File: src/rtl/instruction_fetch_unit.sv
// instruction_fetch_unit: instruction-memory read initiator feeding the decode stage.
// Holds the PC, issues one read at a time, captures the returned 64-bit word
// and hands it to decode over a valid/ready handshake. Redirects flush the
// fetch in flight and reload the PC.
// Optional build macro: FETCH_TIMEOUT_EN adds a WAIT-state timeout with a
// sticky fetch_error flag; without it WAIT can last indefinitely.
module instruction_fetch_unit #(
  parameter logic [63:0] RESET_PC = 64'h0,
  parameter int unsigned PC_STEP  = 8
`ifdef FETCH_TIMEOUT_EN
  ,
  parameter int unsigned TIMEOUT_CYCLES = 16
`endif
) (
  input  logic        clk,
  input  logic        reset,
  input  logic        fetch_enable,
  output logic [63:0] instructionAddress,
  output logic        read_request,
  input  logic [63:0] instruction,
  input  logic        readReady,
  input  logic        redirect_valid,
  input  logic [63:0] redirect_pc,
  output logic        fetched_valid,
  input  logic        fetched_ready,
  output logic [63:0] fetched_instruction,
  output logic [63:0] fetched_pc,
  output logic [31:0] fetch_count,
  output logic        fetch_error
);

  localparam logic [1:0] IDLE    = 2'd0;
  localparam logic [1:0] ISSUE   = 2'd1;
  localparam logic [1:0] WAIT    = 2'd2;
  localparam logic [1:0] DELIVER = 2'd3;

  logic [1:0]  state;
  logic [63:0] pc;
  logic        can_fetch;
  logic        timeout_hit;

`ifdef FETCH_TIMEOUT_EN
  localparam int WAIT_W = $clog2(TIMEOUT_CYCLES + 1);

  logic [WAIT_W-1:0] wait_cnt;

  // A latched error blocks any new fetch until reset.
  assign can_fetch   = fetch_enable && !fetch_error;
  assign timeout_hit = (state == WAIT) && !readReady &&
                       (wait_cnt == WAIT_W'(TIMEOUT_CYCLES - 1));

  // Count consecutive unanswered WAIT cycles and latch the error on the last one.
  always_ff @(posedge clk) begin
    if (!reset) begin
      wait_cnt    <= '0;
      fetch_error <= 1'b0;
    end else if (redirect_valid) begin
      wait_cnt <= '0;
    end else if (state == WAIT && !readReady) begin
      if (timeout_hit) begin
        wait_cnt    <= '0;
        fetch_error <= 1'b1;
      end else begin
        wait_cnt <= wait_cnt + 1'b1;
      end
    end else begin
      wait_cnt <= '0;
    end
  end
`else
  assign can_fetch   = fetch_enable;
  assign timeout_hit = 1'b0;
  assign fetch_error = 1'b0;
`endif

  // Fetch FSM: redirect wins over any same-cycle capture or handshake.
  always_ff @(posedge clk) begin
    if (!reset) begin
      state               <= IDLE;
      pc                  <= RESET_PC & ~64'h7;
      instructionAddress  <= 64'h0;
      read_request        <= 1'b0;
      fetched_valid       <= 1'b0;
      fetched_instruction <= 64'h0;
      fetched_pc          <= 64'h0;
      fetch_count         <= 32'h0;
    end else if (redirect_valid) begin
      pc            <= redirect_pc & ~64'h7;
      fetched_valid <= 1'b0;
      read_request  <= 1'b0;
      state         <= can_fetch ? ISSUE : IDLE;
    end else begin
      case (state)
        IDLE: begin
          read_request <= 1'b0;
          if (can_fetch) begin
            state <= ISSUE;
          end
        end
        ISSUE: begin
          read_request       <= 1'b1;
          instructionAddress <= pc;
          state              <= WAIT;
        end
        WAIT: begin
          if (readReady) begin
            fetched_instruction <= instruction;
            fetched_pc          <= pc;
            fetched_valid       <= 1'b1;
            read_request        <= 1'b0;
            state               <= DELIVER;
          end else if (timeout_hit) begin
            read_request <= 1'b0;
            state        <= IDLE;
          end
        end
        DELIVER: begin
          if (fetched_valid && fetched_ready) begin
            fetched_valid <= 1'b0;
            pc            <= pc + 64'(PC_STEP);
            fetch_count   <= fetch_count + 32'd1;
            state         <= can_fetch ? ISSUE : IDLE;
          end
        end
        default: begin
          state <= IDLE;
        end
      endcase
    end
  end

endmodule

File: config.mk
export PLATFORM = sky130hd
export DESIGN_NAME = instruction_fetch_unit
export DESIGN_NICKNAME = d
export VERILOG_FILES = /design/src/rtl/instruction_fetch_unit.sv
export SDC_FILE = /design/constraint.sdc
export NUM_CORES = 1
export LEC_CHECK = 0
export BUFFER_PORTS_ARGS = -buffer_cell sky130_fd_sc_hd__buf_2
export CAP_MARGIN = 40
export CORE_MARGIN = 3
export CORE_UTILIZATION = 40
export CTS_CLUSTER_SIZE = 10
export DETAILED_ROUTE_END_ITERATION = 10
export SLEW_MARGIN = 20
export SYNTH_ARGS = -nofsm -noshare
export SYNTH_HDL_FRONTEND = slang
export SYNTH_SLANG_ARGS = --single-unit
File: constraint.sdc
create_clock -name clk -period 5.96 [get_ports clk]
set_clock_uncertainty 0.05 [all_clocks]
set_input_delay 0.596 -clock clk [delete_from_list [all_inputs] [get_ports clk]]
set_output_delay 0.596 -clock clk [all_outputs]
set_load 0.01 [all_outputs]
Word-level counts from Yosys, hierarchy flattened
Cells that the tools add are included.
{"block": "word_totals", "output_inout_bits": 227, "word_cells": 50, "reg_bits": 292}
{"block": "classes", "n_eq_ne": 8, "n_mux": 14, "bitwise_logic": 2, "add_sub_neg": 2, "reduce_logical": 15}
{"operator": "2-to-1 mux 64 bit", "count": 3}
{"operator": "adder 64 x 4 -> 64 bit (second input constant)", "count": 1}
{"operator": "adder 32 x 1 -> 32 bit (second input constant)", "count": 1}
{"operator": "AND reduction 3 bit", "count": 4}
{"operator": "!= test 3 bit (second input constant)", "count": 3}
{"operator": "2-to-1 mux 2 bit", "count": 4}
{"operator": "case mux 2 bit (4 select lines)", "count": 1}
{"operator": "AND reduction 2 bit", "count": 4}
{"operator": "nonzero test 2 bit", "count": 3}
{"operator": "equality test 2 bit (second input constant)", "count": 2}
{"operator": "2-to-1 mux 1 bit", "count": 4}
{"operator": "!= test 2 bit (second input constant)", "count": 2}
{"operator": "case mux 1 bit (3 select lines)", "count": 1}
{"operator": "nonzero test 3 bit", "count": 1}
{"operator": "equality test 2 x 1 -> 1 bit (second input constant)", "count": 1}
{"operator": "zero test 2 bit", "count": 1}
{"operator": "inverter 1 bit", "count": 2}
{"operator": "case mux 1 bit (2 select lines)", "count": 1}
{"operator": "OR reduction 2 bit", "count": 1}
{"operator": "logical AND 1 bit", "count": 1}

Depth between registers and ports, before layout
Gate-level depths: netlist (run 1).
{"block": "logic_depth", "word_depth": 4, "depth_mapped": 8}

Least setup slack after synthesis (run 1)
OpenSTA, ideal clock, no wires.
{"block": "synth_path", "path_kind": "reg2reg", "from": "register state[1]", "to": "register pc[51]", "stages_incl_launch_ff": 8, "period_less_slack_ns": 2.608, "t_arrival_ns": 2.436, "slack_ns": 3.352, "t_required_ns": 5.788, "setup_time_ns": 0.122, "cell_sequence": "dfxtp_1 -> ha_1 -> nand3_4 -> or4_1 -> or4_1 -> buf_2 -> o31a_2 -> o311a_1"}
{"block": "synth_via", "elab_chain_len": 3}
{"element": "start: declaration", "line_no": "37", "rtl": "logic [1:0] state;"}
{"element": "start signal: assignment", "line_no": "91", "rtl": "state <= can_fetch ? ISSUE : IDLE;"}
{"element": "start signal: assignment", "line_no": "122", "rtl": "state <= can_fetch ? ISSUE : IDLE;"}
{"element": "equality test 2 bit", "line_no": "93", "rtl": "case (state)"}
{"element": "nonzero test 2 bit (no line)"}
{"element": "AND reduction 2 bit (no line)"}
{"element": "end signal: assignment", "line_no": "80", "rtl": "pc <= RESET_PC & ~64'h7;"}
{"element": "end signal: assignment", "line_no": "88", "rtl": "pc <= redirect_pc & ~64'h7;"}
{"element": "end signal: assignment", "line_no": "120", "rtl": "pc <= pc + 64'(PC_STEP);"}
{"element": "end: declaration", "line_no": "38", "rtl": "logic [63:0] pc;"}
No other way between the ends.
A chain may end at the register's enable or synchronous reset.

Worst setup path after layout (run 1)
{"block": "layout_path", "from": "register state[1]", "to": "register pc[62]"}
Same word-level chain as after synthesis.

==> results of run 1 <==
power by group:
part           internal, W  switching, W  leakage [nW]
Sequential         0.00194     0.0000646          2.30
Combinational     0.000112      0.000132          3.43
Clock              0.00111      0.000739         0.469
Yosys cell counts (7+ instances only):
master / number / area share [%]
nand2b_1: 9 / 0.46
dfxtp_1: 283 / 46
clkbuf_1: 110 / 3.4
nand2_1: 425 / 13
and3_1: 20 / 1.0
o21ai_0: 49 / 2.0
and2_1: 32 / 1.6
nor3_1: 14 / 0.57
nor2b_1: 7 / 0.36
nand4_1: 37 / 1.9
and4_1: 11 / 0.78
o211a_1: 14 / 1.1
or4_1: 8 / 0.49
inv_1: 14 / 0.43
nor2_1: 28 / 0.85
buf_4: 9 / 0.55
a21oi_1: 34 / 1.4
xor2_1: 17 / 1.2
a21boi_0: 189 / 12
xnor2_1: 54 / 3.8
nor4_1: 26 / 1.3
nand3_1: 36 / 1.5
routing by layer:
layer  share of wire [%]  vias up  global-route usage, %
met1                  46     5168                   28.9
met4                 1.7       14                   5.03
li1                    -     5577                      -
met2                  46      307                   34.4
met5                0.26        -                      0
met3                 6.5       64                   5.03
layout make-up:
type | instances | area share, %
diodes | 1 | 0.0165
clock buffers | 43 | 6.31
inverters | 14 | 0.346
multi-input cells | 1078 | 40.3
flip-flops and latches | 283 | 37.3
well taps | 390 | 3.21
repair buffers | 364 | 12.6
path summary, 6_finish.rpt:
kind              cells after the start                                   end  slack [ns]
setup reg to reg                      6                   pc[62]$_SDFFE_PN0P_        2.77
hold reg to reg                       2  fetched_instruction[18]$_SDFFE_PN0P_        0.41
setup / recovery                      6                   pc[62]$_SDFFE_PN0P_        2.77
hold / removal                        2                    pc[6]$_SDFFE_PN0P_        0.27
state kept, by name, indices dropped and copies added, names as in the netlist:
register	count
fetched_instruction	64
fetched_pc	61
instructionAddress	61
pc	61
fetch_count	32
state	2
fetched_valid	1
read_request	1
cell families (layout without fill, tap and decap cells):
kind of cell | Yosys count | count (layout) | share of synthesized area (%)
other | 1 | 8 | 0.0305
AND/OR/NAND/NOR | 677 | 677 | 25.4
adder cells (fa/ha/maj) | 6 | 6 | 0.610
flip-flops | 283 | 283 | 46.0
XOR/XNOR | 71 | 71 | 5.05
multiplexers | 4 | 4 | 0.346
buffers and inverters | 142 | 421 | 4.66
AO/OA/AOI/OAI | 313 | 313 | 17.8
metrics by stage:
step | area, um^2 | cells
floorplan | 12300 | 1503
global placement | 14200 | 2125
CTS | 15200 | 2171
global route | 15200 | 2173
detailed placement | 14200 | 2128
finish | 15200 | 2173
==> flow_metrics.tcl, run 1 <==
set metrics [dict create \
    status "complete, no violations" \
    leakagePower_nw 6.19 \
    reg2reg_from "state[1]$_SDFFE_PN0P_" \
    crit_fanout 16 \
    total_power_w 0.00410 \
    cap_violations 0 \
    synth-seq-area-share_pct 46.0 \
    cts_resized 0 \
    final_cell_mix "nand2_1, buf_2, dfxtp_1, a21boi_0, xnor2_1" \
    place_congestion 0.798 \
    hold_class "primary input to register" \
    whs_ns 0.274 \
    slew_headroom_pct 47.0 \
    cp.required_ns 6.30 \
    grt_antenna_before_repair 8 \
    gr-total-overflow 0 \
    cts.sinks 283 \
    layout_commonest_cell "nand2_1" \
    setup_viol 0 \
    num-nets-final 1915 \
    cp_cell_sequence "ha_1, nand3_4, or4_1, nor3_1, nand2_1, a211o_1" \
    dieArea_um2 32900 \
    synth_ff_type "dfxtp_1" \
    maxSlewViolCount 0 \
    cts_buffers 34 \
    fill_cells 2968 \
    start_kind "register" \
    ant_nets 0 \
    cts_tree "built" \
    setup_tns_ns 0 \
    clock_latency_ns 0.50 \
    viasPerCell 5.12 \
    multi_input_area_um2 6120 \
    hold_viol_final 0 \
    cp_data_arrival_time_ns 3.52 \
    rsz0062_at_grt "false" \
    start_util_pct 41.1 \
    crit_buf_inv 0 \
    grt_pass1_wl_um 58200 \
    clockBufferDepth 3 \
    clkTransAtPathRegs_ns 0.05 \
    clock.fmax_ghz 0.314 \
    min_period_over_period_pct 53.4 \
    post-route-min-period_ns 3.19 \
    tightest_slew_ns 0.795 \
    path_class "register to register" \
    syn_area_um2 12300 \
    yosysWarnings 0 \
    synth_area_per_cell_um2 8.22 \
    holdCritStartpoint "redirect_pc[6]" \
    vdd_drop_max_mv 0.188 \
    drt_iter0_drc 552 \
    crit_family "simple AND/OR/NAND/NOR gates" \
    synth-edff-count 0 \
    drc 0 \
    slowest_stage "or4_1" \
    drive_gt1_share_pct 23.5 \
    max_stage_delay_ns 0.86 \
    fp-row-count 63 \
    clockRootBuffer "clkbuf_16" \
    fin_util_pct 50.7 \
    die_w_um 181 \
    worst_slack_ns 2.77 \
    firstDrtPassIters 5 \
    holdBufCountCts 0 \
    netlist-cell-type-count 52 \
    powerDensity_nw_per_um2 270 \
    dp_worst_setup_slack_ns 2.32 \
    grt_max_degree 128 \
    startpoint "state[1]$_SDFFE_PN0P_" \
    track_usage_pct 21.2 \
    htreeDepth 2 \
    grt_pass1_vias 10761 \
    coreArea_um2 30000 \
    die_h_um 181 \
    synth-async-reset-ratio_pct 0 \
    synth_seq_cells 283 \
    ios 361 \
    regArea_um2 5670 \
    vias 11130 \
    post-dp-hpwl_um 25200 \
    postCtsSetupBuffers 0 \
    post_drt_wl_per_cell_um 16.8 \
    drt_wl_total_um 36500 \
    worstSetupEndpointType "register" \
    syn_inst 1497 \
    numPortBuffers 350 \
    area_delta_synth_final_pct 23.5 \
]
Power figures use the tool's default switching activity.
==> run 2, diff against run 1 <==
==> constraint.sdc (replaced) <==
create_clock -name clk -period 3.2 [get_ports clk]
set_clock_uncertainty 0.05 [all_clocks]
set_input_delay 0.32 -clock clk [delete_from_list [all_inputs] [get_ports clk]]
set_output_delay 0.32 -clock clk [all_outputs]
set_load 0.01 [all_outputs]
==> flow_metrics.tcl, run 2 (same netlist as run 1, synthesis figures left out) <==
set metrics [dict create \
    status "complete, no violations" \
    cap_violations 0 \
    maxSlewViolCount 0 \
    place_inst 2139 \
    post-route-min-period_ns 2.88 \
    stdcell_count 2195 \
    grt_pass1_wl_um 58700 \
    slew_headroom_pct 49.2 \
    holdCritStartpoint "instruction[13]" \
    min_period_over_period_pct 89.9 \
    grt_max_degree 81 \
    vdd_drop_max_mv 0.265 \
    dieArea_um2 32900 \
    post-dp-hpwl_um 25700 \
    grt_antenna_before_repair 5 \
    whs_ns 0.0216 \
    rsz0062_at_grt "false" \
    tightest_slew_ns 0.759 \
    crit_family "simple AND/OR/NAND/NOR gates" \
    startpoint "state[1]$_SDFFE_PN0P_" \
    cp_data_arrival_time_ns 3.21 \
    largest_register "fetched_instruction" \
    final_cell_mix "nand2_1, buf_2, dfxtp_1, a21boi_0, xnor2_1" \
    drt_wl_total_um 36800 \
    drive_gt1_share_pct 24.0 \
    drc 0 \
    drt_iter0_drc 614 \
    fill_cells 2982 \
    hold_viol_final 0 \
    layout_commonest_cell "nand2_1" \
    leakagePower_nw 6.32 \
    path_class "register to register" \
    numPortBuffers 350 \
    cts.sinks 283 \
    crit_fanout 10 \
    largest_reg_flops 64 \
    clock_latency_ns 0.50 \
    start_util_pct 41.1 \
    dp_worst_setup_slack_ns 0.309 \
    area_delta_synth_final_pct 25.4 \
    slowest_stage "or4_1" \
    viasPerCell 5.15 \
    cts_buffers 35 \
    start_kind "register" \
    num-nets-final 1938 \
    antenna_cells 0 \
    max_stage_delay_ns 0.65 \
    setup_tns_ns 0 \
    powerDensity_nw_per_um2 506 \
    coreArea_um2 30000 \
    reg2reg_from "state[1]$_SDFFE_PN0P_" \
    clkTransAtPathRegs_ns 0.05 \
    clock.fmax_ghz 0.348 \
    post_drt_wl_per_cell_um 16.7 \
    total_power_w 0.00781 \
    setup_viol 0 \
    vias 11299 \
    cp.required_ns 3.53 \
    track_usage_pct 21.4 \
    cts_tree "built" \
    htreeDepth 2 \
    cp_common_cell "or4_1" \
    worst_slack_ns 0.323 \
    grt_pass1_vias 10742 \
    firstDrtPassIters 4 \
    fp-row-count 63 \
    die_w_um 181 \
    ios 361 \
    ant_nets 0 \
    die_h_um 181 \
    crit_buf_inv 0 \
    clockBufferDepth 3 \
    cp_cell_sequence "ha_1, nand3_4, or4_1, or4_1, o31a_2, o311a_1" \
    clockRootBuffer "clkbuf_16" \
    gr-total-overflow 0 \
    worstSetupEndpointType "register" \
    place_congestion 0.798 \
    hold_class "primary input to register" \
]
==> run 2: final timing paths <==
check                           depth (start not counted)  slack [ns]                                   end
worst max-delay path                                    6        0.32                   pc[51]$_SDFFE_PN0P_
worst min-delay path                                    3        0.02  fetched_instruction[13]$_SDFFE_PN0P_
worst max register to register                          6        0.32                   pc[51]$_SDFFE_PN0P_
worst min register to register                          2        0.41  fetched_instruction[12]$_SDFFE_PN0P_
==> run 2: worst register-to-register path: cells and delay by family, from the launching register on <==
kind	cells	cell delay, ns
fa+ha+maj	1	0.35
flops	1	0.40
simple gates	3	1.34
compound gates	2	0.63
==> run 2: per-layer routing <==
metal | wire (um) | GRT usage (%) | part of all wire [%] | up-vias
li1 | - | - | - | 5624
met3 | 2230 | 4.65 | 6.1 | 63
met4 | 726 | 4.81 | 2.0 | 8
met2 | 16600 | 34.1 | 45 | 312
met5 | 61 | 0 | 0.17 | -
met1 | 17200 | 29.8 | 47 | 5292
==> run 2: final cells by class <==
class	count	area (um^2)	share of cell area (%)
multi-input combinational	1078	6120	39.6
tap	390	488	3.16
timing repair buffer	386	2100	13.6
sequential	283	5670	36.7
inverter	14	52.6	0.341
clock buffer	41	971	6.29
clock inverter	3	40.0	0.259
==> run 2: repair_timing <==
action / CTS / global route
hold buffers: 12 / 0
hold endpoints to repair: 12 / 0
buffers inserted: 0 / 0
resized for setup: 0 / 0
==> run 2: metrics by stage <==
stage	utilization, %	area, um^2
global placement	47.7	14300
floorplan	-	12300
detailed placement	47.7	14300
finish	51.5	15400
CTS	51.5	15400
global route	51.5	15400
==> run 2: report_power, final <==
group | switching, W | leakage, nW | total, W | internal [W]
Clock | 0.00142 | 0.501 | 0.00361 | 0.00219
Combinational | 0.000260 | 3.52 | 0.000481 | 0.000221
Sequential | 0.000114 | 2.30 | 0.00372 | 0.00361
==> run 3, diff against run 2 <==
--- a/config.mk
+++ b/config.mk
@@ -11,6 +11,7 @@
 export CORE_UTILIZATION = 40
 export CTS_CLUSTER_SIZE = 10
 export DETAILED_ROUTE_END_ITERATION = 10
+export GPL_TIMING_DRIVEN = 0
 export SLEW_MARGIN = 20
 export SYNTH_ARGS = -nofsm -noshare
 export SYNTH_HDL_FRONTEND = slang
==> flow_metrics.tcl, run 3 (same netlist as run 1, synthesis figures left out) <==
set metrics [dict create \
    postLayoutCellArea_um2 15800 \
    clkTransAtPathRegs_ns 0.05 \
    grt_max_degree 11 \
    viasPerCell 5.12 \
    seq_power_share_pct 47.1 \
    placed_area_um2 14600 \
    hold_depth 3 \
    post_drt_wl_per_cell_um 17.5 \
    path_class "register to register" \
    layout_commonest_cell "nand2_1" \
    vias 11808 \
    die_w_um 181 \
    powerDensity_nw_per_um2 499 \
    cts_buffers 35 \
    multi_input_area_um2 6090 \
    ant_nets 0 \
    startpoint "pc[16]$_SDFFE_PN0P_" \
    comb_power_share_pct 7.0 \
    fp-row-count 63 \
    coreArea_um2 30000 \
    largest_register "fetched_instruction" \
    clock_latency_ns 0.51 \
    numPortBuffers 348 \
    holdCritStartpoint "instruction[11]" \
    drc 0 \
    hold_viol_final 0 \
    stdcell_count 2308 \
    rr_worst_depth 6 \
    cts.sinks 283 \
    post-dp-hpwl_um 29900 \
    setup_viol 0 \
    tightest_slew_ns 0.887 \
    worstSetupEndpointType "register" \
    hold_class "primary input to register" \
    clock.fmax_ghz 0.333 \
    maxSlewViolCount 0 \
    cap_violations 0 \
    num-nets-final 2045 \
    start_kind "register" \
    track_usage_pct 23.5 \
    post-route-min-period_ns 3.01 \
    min_period_over_period_pct 94.0 \
    drive_gt1_share_pct 21.9 \
    dp_worst_setup_slack_ns 0.211 \
    area_delta_synth_final_pct 28.1 \
    status "complete, no violations" \
    grt_pass1_wl_um 62500 \
    regArea_um2 5670 \
    reg2reg_from "pc[16]$_SDFFE_PN0P_" \
    grt_antenna_before_repair 10 \
    drt_wl_total_um 40400 \
    ios 361 \
    pwr-share-clk_pct 45.9 \
    p_switching_w 0.00183 \
    clockBufferDepth 3 \
    fill_cells 2987 \
    postCtsSetupBuffers 0 \
    firstDrtPassIters 4 \
    slew_headroom_pct 40.9 \
    switching_share_pct 23.3 \
    cts_tree "built" \
    place_congestion 0.819 \
    setup_tns_ns 0 \
    drt_iter0_drc 728 \
    rsz0062_at_grt "false" \
    dieArea_um2 32900 \
    leakagePower_nw 6.41 \
    final_cell_mix "nand2_1, buf_2, dfxtp_1, a21boi_0, clkbuf_1" \
    start_util_pct 41.1 \
    worst_slack_ns 0.192 \
    largest_reg_flops 64 \
    gr-total-overflow 0 \
    cp_data_arrival_time_ns 3.37 \
    whs_ns 0.0161 \
    crit_fanout 9 \
    grt_pass1_vias 11329 \
    htreeDepth 2 \
    vdd_drop_max_mv 0.321 \
    power.internal_w 0.00603 \
    die_h_um 181 \
    clockRootBuffer "clkbuf_16" \
    cp.required_ns 3.56 \
    place_inst 2242 \
]
run 3: changes by cell type in the layout (fill, tap and decap cells not counted), moves of 2 or more:
cell / before / now
buf_1: 0 / 4
buf_12: 3 / 0
buf_2: 349 / 351
buf_4: 21 / 9
clkbuf_1: 1 / 117
clkbuf_2: 0 / 2
clkbuf_8: 3 / 5
clkinv_2: 2 / 0
dlygate4sd3_1: 12 / 15
run 3: path summary, 6_finish.rpt:
path                                                              to  slack [ns]
worst max-delay path                             pc[53]$_SDFFE_PN0P_        0.19
worst min-delay path            fetched_instruction[11]$_SDFFE_PN0P_        0.02
worst max register to register                   pc[53]$_SDFFE_PN0P_        0.19
worst min register to register    instructionAddress[6]$_SDFFE_PN0P_        0.41
run 3: what timing repair did:
| item | 4_1_cts | 5_1_grt |
|---|---|---|
| gates resized for setup | 0 | 1 |
| hold endpoints to repair | 15 | 0 |
| setup endpoints to repair | 0 | 2 |
| hold buffers | 15 | 0 |
run 3: metrics by stage:
stage | utilization, % | power (W)
5_1_grt | 52.6 | 0.00814
4_1_cts | 52.5 | 0.00796
6_report | 52.6 | 0.00786
3_3_place_gp | 48.6 | 0.00430
3_5_place_dp | 48.6 | 0.00431
2_1_floorplan | - | 0.00405
run 3: metal layers:
layer  wire [um]  vias up  GRT usage [%]  part of all wire, %
met2       18500      376           38.6                   46
met4         854       16           5.91                  2.1
met5          98        -              0                 0.24
met3        2700       74           5.35                  6.7
li1            -     5868              -                    -
met1       18300     5474           31.6                   45
run 3: power groups by stage:
stage                     Sequential [W]  Clock (W)  Combinational (W)
final                            0.00370    0.00361           0.000553
after global routing             0.00371    0.00382           0.000611
after CTS                        0.00370    0.00371           0.000556
after detailed placement         0.00378          0           0.000537
after global placement           0.00377          0           0.000531
after floorplan                  0.00375          0           0.000300
run 3: area by class of cell:
type | count | share of cell area [%]
Timing Repair Buffer | 365 | 12.1
Antenna cell | 1 | 0.0159
Multi-Input combinational cell | 1078 | 38.7
Buffer | 128 | 3.30
Sequential cell | 283 | 36.0
Tap cell | 390 | 3.10
Inverter | 14 | 0.333
Clock buffer | 49 | 6.48
run 3: critical path: stages (launching register included):
cell	delay [ns]
dfxtp_1	0.30
clkbuf_1	0.30
nand4_2	0.32
or4_1	0.68
nor4_1	0.68
mux2_2	0.41
a211oi_1	0.19
